### src/rtl/valid_beat_counter.sv
// Beat counter for the FFT datapath: counts valid beats up to a threshold
// latched at start, with one-shot (hold) and auto-reload (wrap) modes.
module valid_beat_counter #(
    parameter int WIDTH = 7
) (
    input  logic             clk,
    input  logic             rst_n,
    input  logic [WIDTH-1:0] thresh,
    input  logic             start,
    input  logic             stop,
    input  logic             valid,
    input  logic             auto_reload,
    output logic [WIDTH-1:0] cnt,
    output logic             busy,
    output logic             not_zero,
    output logic             full,
    output logic             done,
    output logic             overrun
);

    typedef enum logic [1:0] {
        IDLE = 2'd0,
        RUN  = 2'd1,
        HOLD = 2'd2
    } state_t;

    localparam logic [WIDTH-1:0] ONE = {{(WIDTH-1){1'b0}}, 1'b1};

    state_t           state_q, state_d;
    logic [WIDTH-1:0] cnt_q, cnt_d;
    logic [WIDTH-1:0] thr_q, thr_d;
    logic             mode_q, mode_d;
    logic             done_q, done_d;
    logic             ovr_q, ovr_d;
    logic             terminal;

    // thr_q is never 0 while in RUN, so thr_q-1 cannot underflow there
    assign terminal = (cnt_q == (thr_q - ONE));

    always_ff @(posedge clk or negedge rst_n) begin
        if (!rst_n) begin
            state_q <= IDLE;
            cnt_q   <= '0;
            thr_q   <= '0;
            mode_q  <= 1'b0;
            done_q  <= 1'b0;
            ovr_q   <= 1'b0;
        end else begin
            state_q <= state_d;
            cnt_q   <= cnt_d;
            thr_q   <= thr_d;
            mode_q  <= mode_d;
            done_q  <= done_d;
            ovr_q   <= ovr_d;
        end
    end

    always_comb begin
        state_d = state_q;
        cnt_d   = cnt_q;
        thr_d   = thr_q;
        mode_d  = mode_q;
        done_d  = 1'b0;
        ovr_d   = ovr_q;
        if (stop) begin
            state_d = IDLE;
            cnt_d   = '0;
            ovr_d   = 1'b0;
        end else if (start) begin
            cnt_d  = '0;
            ovr_d  = 1'b0;
            thr_d  = thresh;
            mode_d = auto_reload;
            if (thresh == '0) begin
                state_d = HOLD;
                done_d  = 1'b1;
            end else begin
                state_d = RUN;
            end
        end else if (valid) begin
            unique case (state_q)
                IDLE: cnt_d = '0;
                RUN: begin
                    if (terminal) begin
                        done_d = 1'b1;
                        if (mode_q) begin
                            cnt_d = '0;
                        end else begin
                            cnt_d   = thr_q;
                            state_d = HOLD;
                        end
                    end else begin
                        cnt_d = cnt_q + ONE;
                    end
                end
                HOLD: ovr_d = 1'b1;
                default: begin
                    state_d = IDLE;
                    cnt_d   = '0;
                end
            endcase
        end
    end

    assign cnt      = cnt_q;
    assign busy     = (state_q == RUN);
    assign full     = (state_q == HOLD);
    assign not_zero = (cnt_q != '0);
    assign done     = done_q;
    assign overrun  = ovr_q;

endmodule

### config.mk
export PLATFORM = sky130hd
export DESIGN_NAME = valid_beat_counter
export DESIGN_NICKNAME = d
export VERILOG_FILES = /design/src/rtl/valid_beat_counter.sv
export SDC_FILE = /design/constraint.sdc
export NUM_CORES = 1
export LEC_CHECK = 0
export ABC_AREA = 1
export BUFFER_PORTS_ARGS = -buffer_cell sky130_fd_sc_hd__buf_2
export CAP_MARGIN = 20
export CORE_MARGIN = 2
export CORE_UTILIZATION = 45
export CTS_CLUSTER_DIAMETER = 80
export DETAILED_ROUTE_END_ITERATION = 8
export PLACE_DENSITY = 0.77
export SLEW_MARGIN = 15
export SYNTH_ARGS = -nofsm -noshare
export SYNTH_HDL_FRONTEND = slang
export SYNTH_SLANG_ARGS = --single-unit
export TNS_END_PERCENT = 10
### constraint.sdc
create_clock -name clk -period 1.75 [get_ports clk]
set_input_delay 0.35 -clock clk [delete_from_list [all_inputs] [get_ports clk]]
set_output_delay 0.35 -clock clk [all_outputs]
set_load 0.02 [all_outputs]
After elaboration in Yosys (flattened, before gate mapping)
Cells that the tools add are included.
{ "classes": {"mux": 23, "bitwise": 1, "add_sub_neg": 2, "n_eq_ne": 7, "reduce_logical": 10} }
{ "ops": {"columns": ["operator", "count"], "rows": [
  ["$mux W7", 5],
  ["$pmux W7 S2", 1],
  ["$mux W2", 6],
  ["$mux W1", 10],
  ["$add A7 B1 Y7 const B", 1],
  ["$eq A7 B7 Y1", 1],
  ["$logic_not A7 Y1", 1],
  ["$reduce_bool A7 Y1", 1],
  ["$sub A7 B1 Y7 const B", 1],
  ["$reduce_and A2 Y1", 3],
  ["$reduce_bool A3 Y1", 2],
  ["$ne A4 B3 Y1 const B", 1],
  ["$ne A4 B4 Y1 const B", 1],
  ["$pmux W2 S2", 1],
  ["$reduce_and A4 Y1", 1],
  ["$ne A3 B1 Y1 const B", 1],
  ["$ne A3 B3 Y1 const B", 1],
  ["$eq A2 B1 Y1 const B", 1],
  ["$eq A2 B2 Y1 const B", 1],
  ["$logic_not A2 Y1", 1],
  ["$reduce_or A2 Y1", 1],
  ["$not A1 Y1", 1]
]} }
{ "word_totals": {"elab_cells": 49, "out_inout_bits": 12, "regBits": 19} }

Depth between registers and ports, before layout
{ "depth": {"depth_word": 7, "ltp_mapped": 14, "depth_no_buf": 14} }

Least setup slack after synthesis
OpenSTA, ideal clock, no wires.
{ "synth_path": {"path_type": "flip-flop to flip-flop", "start": "register thr_q[0]", "end": "register cnt_q[0], in the netlist cnt[0]", "setup_time_ns": 0.118, "synth_period_minus_slack_ns": 1.598, "n_path_buf": 0, "path_stages_with_launch": 12, "arrival_time_ns": 1.480, "path_slack_ns": 0.152, "required_time_ns": 1.632, "path_cell_list": "dfrtp_1 inv_1 ha_1 nand2_1 nor2_1 nand3_1 nand2_1 nand3_2 nor2_4 o21ai_0 nand3_1 nand2_1"} }
{ "synth_via": {"elab_chain_cells": 7, "elab_cells_between_ends": 8} }
{ "synth_lines": {"columns": ["item", "line", "text"], "rows": [
  ["from (decl)", "31", "logic [WIDTH-1:0] thr_q, thr_d;"],
  ["from (signal assigned)", "51", "thr_q <= thr_d;"],
  ["$sub A7 B1 Y7", "38", "assign terminal = (cnt_q == (thr_q - ONE));"],
  ["$eq A7 B7 Y1", "38", null],
  ["$mux W7 *", "84", "if (terminal) begin"],
  ["$pmux W7 S2 *", "81", "unique case (state_q)"],
  ["$mux W7 *", "80", "end else if (valid) begin"],
  ["$mux W7 *", "69", "end else if (start) begin"],
  ["$mux W7 *", "65", "if (stop) begin"],
  ["to (signal assigned)", "50", "cnt_q <= cnt_d;"],
  ["to (decl)", "30", "logic [WIDTH-1:0] cnt_q, cnt_d;"]
]} }
Every way passes the cells marked *; elsewhere a longest branch is shown, timed or not. The select of a mux whose other input is x is not followed.
A chain may end at the register's enable or synchronous reset.

Final worst setup path
{ "layout_path": {"start": "register cnt_q[5], in the netlist cnt[5]", "end": "output port not_zero"} }
{ "layout_via": {"elab_chain_cells": 1} }
{ "layout_lines": {"columns": ["item", "line", "text"], "rows": [
  ["$reduce_bool A7 Y1", "108", "assign not_zero = (cnt_q != '0);"],
  ["to (decl)", "15", "output logic not_zero,"]
]} }
No other way between the ends.

==> key figures <==
Timing
  – Total negative slack: 0 ns
  – Post-route setup slack: 0.0335 ns
  – Final critical-path required period: 1.72 ns
  – Final worst-path cycle share: 98.1%
  – RSZ-0062 raised after global routing: true
  – Slew Viols, Final: 0
  – Worst Tran Pin Value: 0.448 ns
  – Fin Clk Skew: 0.00199 ns
  – Worst slew margin: 70.1%
  – Final setup viols: 0
  – Hold Vio Cnt, Final: 0
  – Peak Freq: 0.583 GHz

Drt
  – DRC viols: 0
  – Initial drt markers: 40
  – Routed Antenna Nets: 0
  – Vias per cell: 5.04
  – Via count: 1,305
  – DR WL/cell: 11.7 um
  – DRT Wirelength: 3040 um
  – Pre-Repair DR Iteration Count: 6

Flow run
  – Max-cap violations: 0

Pwr
  – Clk network pwr share: 21.6%
  – Switching pwr: 0.353 mW
  – Int Power: 0.667 mW
  – Leakage: 0.876 nW
  – Proportion of power drawn by flip-flops and latches: 49.0%
  – Pwr dens: 646 nW/um2
  – Max VDD drop: 0.521 mV
  – Switching Share: 34.6%
  – Comb power frac: 29.4%

Worst hold path
  – Hold Path Stages: 3
  – Hold_sp: auto_reload
  – Hold WC Path Type: input port to register
  – Hold endpoint: mode_q

Layout
  – Fin nets: 245
  – Layout cell share with drive strength beyond 1: 24.6%
  – Most frequent cells in the layout: nand2_1 (71), buf_2 (24), inv_1 (22)
  – # diodes: 0
  – Post-layout util: 57.3%
  – Commonest non-fill, non-tap cell in the layout: nand2_1
  – Number of fill cells in the layout: 267
  – Synthesis-to-layout area growth: 21.8%

Yosys
  – Synthesized cell area: 1300 um2
  – Syn Nets: 210
  – Number of synthesized flops with an enable pin: 0
  – Mapped Cells: 194
  – Distinct cells, synth: 24
  – Sequential share of the synthesized area: 36.6%
  – Async SR Flop Fraction: 100%
  – Yosys warnings: 0
  – Predominant post-synthesis flop cell: dfrtp_1
  – Avg Cell Area, Syn: 6.69 um2
  – Synth Register Bits: 19

GRT
  – Initial antenna violation count: 0
  – GRT Resource Usage Total: 20.2%
  – First-pass GRT wire length: 5200 um
  – Vias in the first global route: 1,191
  – Largest net degree at the start of global routing: 20
  – GR Overflow Total: 0

Placed design
  – Dpl ws: -0.000741 ns
  – DP HPWL: 2280 um
  – Final RePlAce weighted congestion: 0.909
  – I/O Buffers: 24

Setup path
  – Startpoint types: register
  – Reg-to-Reg Start: thr_q[2]
  – R2R cell count: 11
  – CP Max Fanout: 6
  – WS Path Type: register to primary output
  – Worst path required time: 1.40 ns
  – R2R setup slack: 0.08 ns
  – WP data arrival: 1.37 ns
  – CP Capture Type: primary output
  – R2r endpoint: cnt[6]

Die
  – Cell row count: 19
  – Core region area: 2760 um2
  – Die area: 3330 um2
  – DIE HEIGHT: 57.7 um
  – Die width: 57.7 um
  – Initial Util: 47.1%
  – # IOs: 25

Clocking
  – Sink Count: 19
  – CTS max path bufs: 2
  – CTS tree: built
  – H-tree levels: 1
  – Reg clk slew, reported paths: 0.10 ns
  – Clk Latency, worst-skew pair: 0.29 ns
  – Inserted Clock Buffers: 3
  – Root Driver: clkbuf_4

Outcome
  – Status: complete, no violations
## cell type report
class / count / area, um2 / share of cell area, %
Multi-Input combinational cell: 147 / 761 / 48.1
Tap cell: 31 / 38.8 / 2.45
Timing Repair Buffer: 31 / 175 / 11.1
Inverter: 27 / 104 / 6.57
Clock buffer: 4 / 26.3 / 1.66
Sequential cell: 19 / 475 / 30.1
## power by group through the flow
stage	registers [mW]	logic, mW	clock network (mW)
after floorplan	0.498	0.186	0
after global placement	0.504	0.259	0
after detailed placement	0.504	0.263	0
after CTS	0.496	0.268	0.228
after global routing	0.506	0.335	0.249
final	0.500	0.300	0.220
## timing repair
item                                   4_1_cts  5_1_grt
setup buffers                                0        2
endpoints found under the hold margin       19        0
hold buffers                                 1        0
setup endpoints to repair                    4       10
resized for setup                            1       20
pin swaps                                    0        7
## critical path, stage by stage (launching register included)
cell	delay [ns]
dfrtp_1	0.47
nor3_1	0.32
nand4_1	0.11
buf_2	0.18
## worst max-delay path by stage
stage / startpoint / endpoint / slack, ns / cells after the start
after floorplan: thr_q[0] / cnt[0] / 0.15 / 11
after global placement: thr_q[1] / cnt[2] / 0.005 / 11
after detailed placement: thr_q[1] / cnt[6] / -0.0007 / 11
after CTS: thr_q[1] / state_q[0] / 0.006 / 12
after global routing: thr_q[1] / cnt[6] / -0.08 / 11
final: cnt[5] / not_zero / 0.03 / 3
## metrics by stage
step                instance area (um2)  instances  total power, mW  hold WS, ns
floorplan                          1300        194            0.684       0.0544
global placement                   1480        252            0.763        0.315
detailed placement                 1480        252            0.768        0.321
CTS                                1520        257            0.992        0.259
global route                       1580        259             1.09        0.267
finish                             1580        259             1.02        0.261
## metal layers
metal | global-route usage (%) | up-vias | part of all wire, % | wire, um
li1 | - | 676 | - | -
met1 | 25.7 | 606 | 47 | 1430
met2 | 35.1 | 19 | 50 | 1510
met3 | 1.56 | 4 | 2.2 | 66
met4 | 9.30 | 0 | 1.3 | 41
met5 | 0 | - | 0 | 0
## state kept, by name (all words and copies together) (netlist names)
register / cells
cnt: 7
done: 1
mode_q: 1
overrun: 1
state_q: 2
thr_q: 7
## cells in the mapped netlist, drive strengths merged, types with 2 or more instances
| master | instances | share of area [%] |
|---|---|---|
| nor2 | 18 | 6.2 |
| nand2 | 76 | 22 |
| o21ai | 15 | 5.8 |
| dfrtp | 19 | 37 |
| xor2 | 5 | 4.0 |
| ha | 3 | 2.9 |
| xnor2 | 3 | 2.0 |
| nor3 | 2 | 0.77 |
| inv | 26 | 7.5 |
| nand3 | 19 | 8.1 |
## cells by family (layout without fill, tap and decap cells)
logic type                 Yosys count  after routing  share of synthesized area, %
AOI/OAI and AO/OA                   18             18                          7.52
DFF                                 19             19                          36.6
adders and majority gates            3              3                          2.89
buffers and inverters               28             62                          8.10
xor gates and xnor gates             8              8                          5.98
and+or+nand+nor                    118            118                          38.9
No activity file was read; power rests on OpenSTA's default activity.
